### src/rtl/mac_tap_sequencer_if.sv
// Handshake and address bus between the phase scheduler and the MAC tap sequencer.
interface mac_tap_sequencer_if #(
  parameter int DATA_ADDRESS_WIDTH = 12,
  parameter int TAP_CNT_WIDTH      = 8
);
  logic                          start;
  logic                          abort;
  logic [DATA_ADDRESS_WIDTH-1:0] coef_ptr;
  logic [DATA_ADDRESS_WIDTH-1:0] data_ptr;
  logic [DATA_ADDRESS_WIDTH-1:0] buf_base;
  logic [DATA_ADDRESS_WIDTH-1:0] buf_len;
  logic [TAP_CNT_WIDTH-1:0]      tap_num;
  logic                          busy;
  logic                          coef_load;
  logic                          coef_cnt;
  logic [DATA_ADDRESS_WIDTH-1:0] coef_ptr_o;
  logic                          data_rd;
  logic [DATA_ADDRESS_WIDTH-1:0] data_addr;
  logic                          mac_en;
  logic                          mac_first;
  logic                          done;
  logic                          err;

  modport master (
    output start, abort, coef_ptr, data_ptr, buf_base, buf_len, tap_num,
    input  busy, coef_load, coef_cnt, coef_ptr_o, data_rd, data_addr,
           mac_en, mac_first, done, err
  );

  modport slave (
    input  start, abort, coef_ptr, data_ptr, buf_base, buf_len, tap_num,
    output busy, coef_load, coef_cnt, coef_ptr_o, data_rd, data_addr,
           mac_en, mac_first, done, err
  );
endinterface

### src/rtl/mac_tap_sequencer.sv
// Sequences one polyphase FIR output: coefficient counter control, ring-buffer
// read addresses and MAC strobes delayed to match the one-cycle RAM read latency.
module mac_tap_sequencer #(
  parameter int DATA_ADDRESS_WIDTH = 12,
  parameter int TAP_CNT_WIDTH      = 8
) (
  input  logic                 clk,
  input  logic                 clr_n,
  mac_tap_sequencer_if.slave   bus
);
  localparam int AW = DATA_ADDRESS_WIDTH;
  localparam int TW = TAP_CNT_WIDTH;
  localparam logic [AW-1:0] ADDR_ONE = AW'(1);
  localparam logic [TW-1:0] TAP_ONE  = TW'(1);

  typedef enum logic [2:0] {IDLE, LOAD, RUN, DRAIN, DONE} state_t;

  state_t        state, state_d;
  logic [AW-1:0] base_q, base_d;
  logic [AW-1:0] len_q, len_d;
  logic [AW-1:0] addr_q, addr_d;
  logic [AW-1:0] coef_ptr_q, coef_ptr_d;
  logic [TW-1:0] tap_q, tap_d;
  logic          busy_q, coef_load_q, run_q, mac_en_q, mac_first_q, done_q, err_q;
  logic          mac_en_d, err_d, kill;
  logic [AW-1:0] offset, last_addr;
  logic          in_window;

  // Offset taken modulo 2^AW so a window straddling the top of memory still checks correctly.
  assign offset    = bus.data_ptr - bus.buf_base;
  assign in_window = (bus.buf_len != '0) && (offset < bus.buf_len);
  assign last_addr = base_q + len_q - ADDR_ONE;

  // NOTE: every combinational output gets a default first so no path leaves it unassigned (no latch).
  always_comb begin
    state_d    = state;
    base_d     = base_q;
    len_d      = len_q;
    addr_d     = addr_q;
    coef_ptr_d = coef_ptr_q;
    tap_d      = tap_q;
    err_d      = 1'b0;
    kill       = 1'b0;

    case (state)
      IDLE: begin
        if (bus.start) begin
          if (bus.tap_num == '0) begin
            state_d = DONE;
          end else if (!in_window) begin
            state_d = DONE;
            err_d   = 1'b1;
          end else begin
            state_d    = LOAD;
            base_d     = bus.buf_base;
            len_d      = bus.buf_len;
            addr_d     = bus.data_ptr;
            coef_ptr_d = bus.coef_ptr;
            tap_d      = bus.tap_num;
          end
        end
      end
      LOAD:  state_d = RUN;
      RUN: begin
        // Walk backwards through the ring; the oldest slot wraps to the window top.
        addr_d = (addr_q == base_q) ? last_addr : addr_q - ADDR_ONE;
        if (tap_q == TAP_ONE) state_d = DRAIN;
        else                  tap_d   = tap_q - TAP_ONE;
      end
      DRAIN: state_d = DONE;
      DONE:  state_d = IDLE;
      default: state_d = IDLE;
    endcase

    if (bus.abort && (state == LOAD || state == RUN || state == DRAIN)) begin
      state_d = IDLE;
      kill    = 1'b1;
    end

    // The read issued in the aborting cycle must never reach the accumulator.
    mac_en_d = run_q && !kill;
  end

  // NOTE: sequential state uses non-blocking assignments so all registers update from pre-edge values.
  // NOTE: the latched window/pointer registers are reset too, keeping outputs defined straight out of reset.
  always_ff @(posedge clk or negedge clr_n) begin
    if (!clr_n) begin
      state       <= IDLE;
      base_q      <= '0;
      len_q       <= '0;
      addr_q      <= '0;
      coef_ptr_q  <= '0;
      tap_q       <= '0;
      busy_q      <= 1'b0;
      coef_load_q <= 1'b0;
      run_q       <= 1'b0;
      mac_en_q    <= 1'b0;
      mac_first_q <= 1'b0;
      done_q      <= 1'b0;
      err_q       <= 1'b0;
    end else begin
      state       <= state_d;
      base_q      <= base_d;
      len_q       <= len_d;
      addr_q      <= addr_d;
      coef_ptr_q  <= coef_ptr_d;
      tap_q       <= tap_d;
      busy_q      <= (state_d != IDLE);
      coef_load_q <= (state_d == LOAD);
      run_q       <= (state_d == RUN);
      mac_en_q    <= mac_en_d;
      mac_first_q <= mac_en_d && !mac_en_q;
      done_q      <= (state_d == DONE);
      err_q       <= err_d;
    end
  end

  assign bus.busy       = busy_q;
  assign bus.coef_load  = coef_load_q;
  assign bus.coef_cnt   = run_q;
  assign bus.coef_ptr_o = coef_ptr_q;
  assign bus.data_rd    = run_q;
  assign bus.data_addr  = addr_q;
  assign bus.mac_en     = mac_en_q;
  assign bus.mac_first  = mac_first_q;
  assign bus.done       = done_q;
  assign bus.err        = err_q;
endmodule
### src/flat_wrapper.sv
// flat-port wrapper written by rule: the top's interface ports become plain ports
module mac_tap_sequencer_flat 
#(
  parameter int DATA_ADDRESS_WIDTH = 12,
  parameter int TAP_CNT_WIDTH      = 8
)
  (clk, clr_n, bus_start, bus_abort, bus_coef_ptr, bus_data_ptr, bus_buf_base, bus_buf_len, bus_tap_num, bus_busy, bus_coef_load, bus_coef_cnt, bus_coef_ptr_o, bus_data_rd, bus_data_addr, bus_mac_en, bus_mac_first, bus_done, bus_err);
  mac_tap_sequencer_if #(.DATA_ADDRESS_WIDTH(DATA_ADDRESS_WIDTH), .TAP_CNT_WIDTH(TAP_CNT_WIDTH)) bus_i ();
  input  logic clk;
  input  logic clr_n;
  input wire logic [$bits(bus_i.start)-1:0] bus_start;
  input wire logic [$bits(bus_i.abort)-1:0] bus_abort;
  input wire logic [$bits(bus_i.coef_ptr)-1:0] bus_coef_ptr;
  input wire logic [$bits(bus_i.data_ptr)-1:0] bus_data_ptr;
  input wire logic [$bits(bus_i.buf_base)-1:0] bus_buf_base;
  input wire logic [$bits(bus_i.buf_len)-1:0] bus_buf_len;
  input wire logic [$bits(bus_i.tap_num)-1:0] bus_tap_num;
  output wire logic [$bits(bus_i.busy)-1:0] bus_busy;
  output wire logic [$bits(bus_i.coef_load)-1:0] bus_coef_load;
  output wire logic [$bits(bus_i.coef_cnt)-1:0] bus_coef_cnt;
  output wire logic [$bits(bus_i.coef_ptr_o)-1:0] bus_coef_ptr_o;
  output wire logic [$bits(bus_i.data_rd)-1:0] bus_data_rd;
  output wire logic [$bits(bus_i.data_addr)-1:0] bus_data_addr;
  output wire logic [$bits(bus_i.mac_en)-1:0] bus_mac_en;
  output wire logic [$bits(bus_i.mac_first)-1:0] bus_mac_first;
  output wire logic [$bits(bus_i.done)-1:0] bus_done;
  output wire logic [$bits(bus_i.err)-1:0] bus_err;
  assign bus_i.start = bus_start;
  assign bus_i.abort = bus_abort;
  assign bus_i.coef_ptr = bus_coef_ptr;
  assign bus_i.data_ptr = bus_data_ptr;
  assign bus_i.buf_base = bus_buf_base;
  assign bus_i.buf_len = bus_buf_len;
  assign bus_i.tap_num = bus_tap_num;
  assign bus_busy = bus_i.busy;
  assign bus_coef_load = bus_i.coef_load;
  assign bus_coef_cnt = bus_i.coef_cnt;
  assign bus_coef_ptr_o = bus_i.coef_ptr_o;
  assign bus_data_rd = bus_i.data_rd;
  assign bus_data_addr = bus_i.data_addr;
  assign bus_mac_en = bus_i.mac_en;
  assign bus_mac_first = bus_i.mac_first;
  assign bus_done = bus_i.done;
  assign bus_err = bus_i.err;
  mac_tap_sequencer #(.DATA_ADDRESS_WIDTH(DATA_ADDRESS_WIDTH), .TAP_CNT_WIDTH(TAP_CNT_WIDTH)) u_core (.clk(clk), .clr_n(clr_n), .bus(bus_i));
endmodule
### config.mk
export PLATFORM = sky130hd
export DESIGN_NAME = mac_tap_sequencer_flat
export DESIGN_NICKNAME = d
export VERILOG_FILES = /design/src/rtl/mac_tap_sequencer_if.sv /design/src/rtl/mac_tap_sequencer.sv /design/src/flat_wrapper.sv
export SDC_FILE = /design/constraint.sdc
export NUM_CORES = 1
export LEC_CHECK = 0
export CAP_MARGIN = 10
export CELL_PAD_IN_SITES_DETAIL_PLACEMENT = 1
export CELL_PAD_IN_SITES_GLOBAL_PLACEMENT = 1
export CORE_AREA = 2 2 101 122
export DETAILED_ROUTE_END_ITERATION = 8
export DIE_AREA = 0 0 103 124
export PLACE_DENSITY_LB_ADDON = 0.25
export SLEW_MARGIN = 20
export SYNTH_ARGS = -nofsm -noshare
export SYNTH_HDL_FRONTEND = slang
export SYNTH_SLANG_ARGS = --single-unit
### constraint.sdc
create_clock -name clk -period 4.7 [get_ports clk]
set_input_delay 0.94 -clock clk [delete_from_list [all_inputs] [get_ports clk]]
set_output_delay 0.94 -clock clk [all_outputs]
set_load 0.03 [all_outputs]
==> results.toml <==
[yosys]
async_reset_ff_frac = 1.00
synth_cells = 543
synth_top_area_cell = "dfrtp_1"
synthTopCellsByArea = "dfrtp_1 34%, ha_1 12%, inv_1 6.0%, xnor2_1 5.9%, o21ai_0 3.6%"
synth_area_sq_um = 4880
synthFlopType = "dfrtp_1"
synth_seq_cells = 66
synth_top_area_share = 0.339
synth_common_cells = "78 x inv_1, 66 x dfrtp_1, 46 x ha_1"
avgSynthCellArea_sq_um = 8.98
synth_seq_area_share = 0.339
synth-edff-count = 0
yosys_warnings = 0
yosysUniqueCellTypes = 60
synth_nets = 651
synth.most_common_cell = "inv_1"

[sta]
hold_violations = 0
setup_tns_ps = 0
slew_headroom = 0.531
clock_skew_ps = 9.38
worst-slew-pin-transition_ps = 704
min_period_over_period = 0.965
period_minus_slack_ps = 4530
final_max_slew_viol_count = 0
setup_viol = 0
max_freq_mhz = 221

[clocking]
h-tree-depth = 3
numCtsBuffers = 9
clock_latency_ps = 330
cts_tree = "done"
cts-root-buf = "clkbuf_16"
clock_path_buffers = 2
clkTransAtPathRegs_ps = 60
cts_sinks = 66

[grt]
grt_overflow = 0
grt_usage = 0.248
grt_max_degree = 40
grt_pass1_vias = 4815
grt_antenna_before_repair = 0
grt_pass1_wl_mm = 24.3

[die]
die_area_sq_um = 12800
die_h_um = 124
rows = 43
core_sq_um = 11500
num_io_pins = 92
die_w_um = 103
start_util = 0.424

[routing]
vias = 4394
drtPass1Iterations = 4
viasPerCell = 5.44
drt-initial-drc-count = 115
avgRoutedWirePerCell_um = 18.9
drcViolationCount = 0
ant_nets = 0
drt-total-wl_mm = 15.3

[final_layout]
fin_nets = 754
syn_to_final_growth_pct = 32.4
diodes = 0
drive_gt1_frac = 0.115

[critical_path]
reg2reg_from = "u_core.base_q[1]"
end_kind = "flip-flop"
criticalPathCategory = "in2reg"
cp.required_ps = 4920
worst-path-max-fanout = 6
r2r_setup_slack_ps = 2030
crit_path_start_kind = "input pin"
reg2reg_to = "u_core.bus.data_addr[9]"
cp-startpoint = "bus_data_ptr[1]"
arrival_ps = 4750
r2r_cells = 12

[placed_design]
routabilityCongestion = 0.863
io_buffer_count = 91
dp_hpwl_mm = 11.3

[flow_run]
maxCapViolCount = 0

[hold_path]
worstHoldPathType = "reg2reg"
worstHoldStart = "u_core.bus.mac_en"
min_to = "u_core.bus.mac_first"
min_path_cells = 1

[run_status]
status = "completed"

[pwr]
max-vdd-ir-drop_mv = 0.293
p_leak_uw = 0.00299
power.density_nw_per_um2 = 766
power_uw = 4950
[routing by layer]
metal,track usage,vias to the layer above,wire (um),share of wire
met5,0,-,0,0
met4,0.0592,0,230,0.015
met3,0.0359,22,365,0.024
met2,0.463,67,8430,0.55
met1,0.297,2213,6250,0.41
li1,-,2092,-,-
[repair_timing]
item,4_1_cts,5_1_grt
resized for setup,0,1
buffers inserted,0,5
hold buffers,0,0
setup endpoints to repair,0,42
[through the flow]
stage	area [sq um]	std cells	setup WS, ps	util	hold slack [ps]
6_report	6460	808	166	0.561	454
4_1_cts	6390	802	122	0.555	453
3_5_place_dp	6020	786	-193	0.523	431
5_1_grt	6460	808	-5.41	0.561	479
3_3_place_gp	6020	786	-27.4	0.523	417
2_1_floorplan	4880	543	722	-	441
[where the power goes]
part	internal, uW	switching [uW]
logic	1320	1610
registers	844	317
clock network	588	267
[how the worst max path moves through the flow]
stage,cells after the start,endpoint
2_1_floorplan,17,u_core.base_q[0]
3_3_place_gp,15,u_core.bus.coef_ptr_o[7]
3_5_place_dp,15,u_core.base_q[0]
4_1_cts,15,u_core.base_q[0]
5_1_grt,18,u_core.bus.data_addr[3]
6_report,17,u_core.bus.data_addr[3]
[cell usage in the layout (no fill, tap or decap), types with 3 or more instances in the layout]
cell / count
buf_12: 3
o221a_2: 3
nor4_1: 7
nor2_1: 37
a21o_1: 5
o21ai_0: 35
buf_4: 16
o21a_1: 6
dfrtp_1: 66
ha_1: 46
a21oi_1: 23
mux2i_1: 16
nand2b_1: 3
xnor2_1: 33
a31oi_1: 3
nand2_1: 43
mux2_2: 15
nor3_1: 13
xor2_1: 4
or3_1: 4
and3_1: 4
nand4_1: 4
a211o_1: 6
a31o_2: 4
nor2b_1: 4
clkbuf_16: 9
o211ai_1: 9
inv_1: 78
clkdlybuf4s50_1: 90
o31a_1: 3
nand3_1: 10
bufinv_16: 4
[critical path, stage by stage]
cell and delay [ps]:
clkdlybuf4s50_1 580, ha_1 290, nor2b_1 160, o31a_1 260
o31a_1 280, o211ai_1 310, a211o_1 180, nand3_1 70
ha_1 300, a21o_1 160, a21oi_1 190, o21a_2 210
o211ai_4 100, buf_12 160, buf_4 150, and3_1 180
a211o_1 220
[final cells by class]
class,instances,area [sq um]
Tap cell,157,196
Clock inverter,6,138
Multi-Input combinational cell,381,2860
Clock buffer,10,239
Timing Repair Buffer,110,1090
Fill cell,1341,5050
Sequential cell,66,1650
Inverter,78,293
[kinds of logic (layout without fill, tap and decap cells)]
logic type | after synthesis | in the layout | share of synthesized area
XOR/XNOR | 37 | 37 | 0.0664
multiplexers | 31 | 31 | 0.0675
adder cells (fa/ha/maj) | 48 | 48 | 0.126
flip-flops | 66 | 66 | 0.339
buffers and inverters | 97 | 204 | 0.0806
AND/OR/NAND/NOR | 149 | 149 | 0.164
AO/OA/AOI/OAI | 115 | 116 | 0.157
[sequential cells by signal, summed over array words and instances (netlist names)]
| signal | flops |
|---|---|
| u_core.bus.mac_first | 1 |
| u_core.bus.data_addr | 12 |
| u_core.tap_q | 8 |
| u_core.bus.err | 1 |
| u_core.bus.mac_en | 1 |
| u_core.len_q | 12 |
| u_core.bus.coef_ptr_o | 12 |
| u_core.bus.done | 1 |
| u_core.bus.coef_cnt | 1 |
| u_core.state | 3 |
| u_core.base_q | 12 |
| u_core.bus.coef_load | 1 |
| u_core.bus.busy | 1 |
Note: power is estimated with default switching activity, not from simulation.
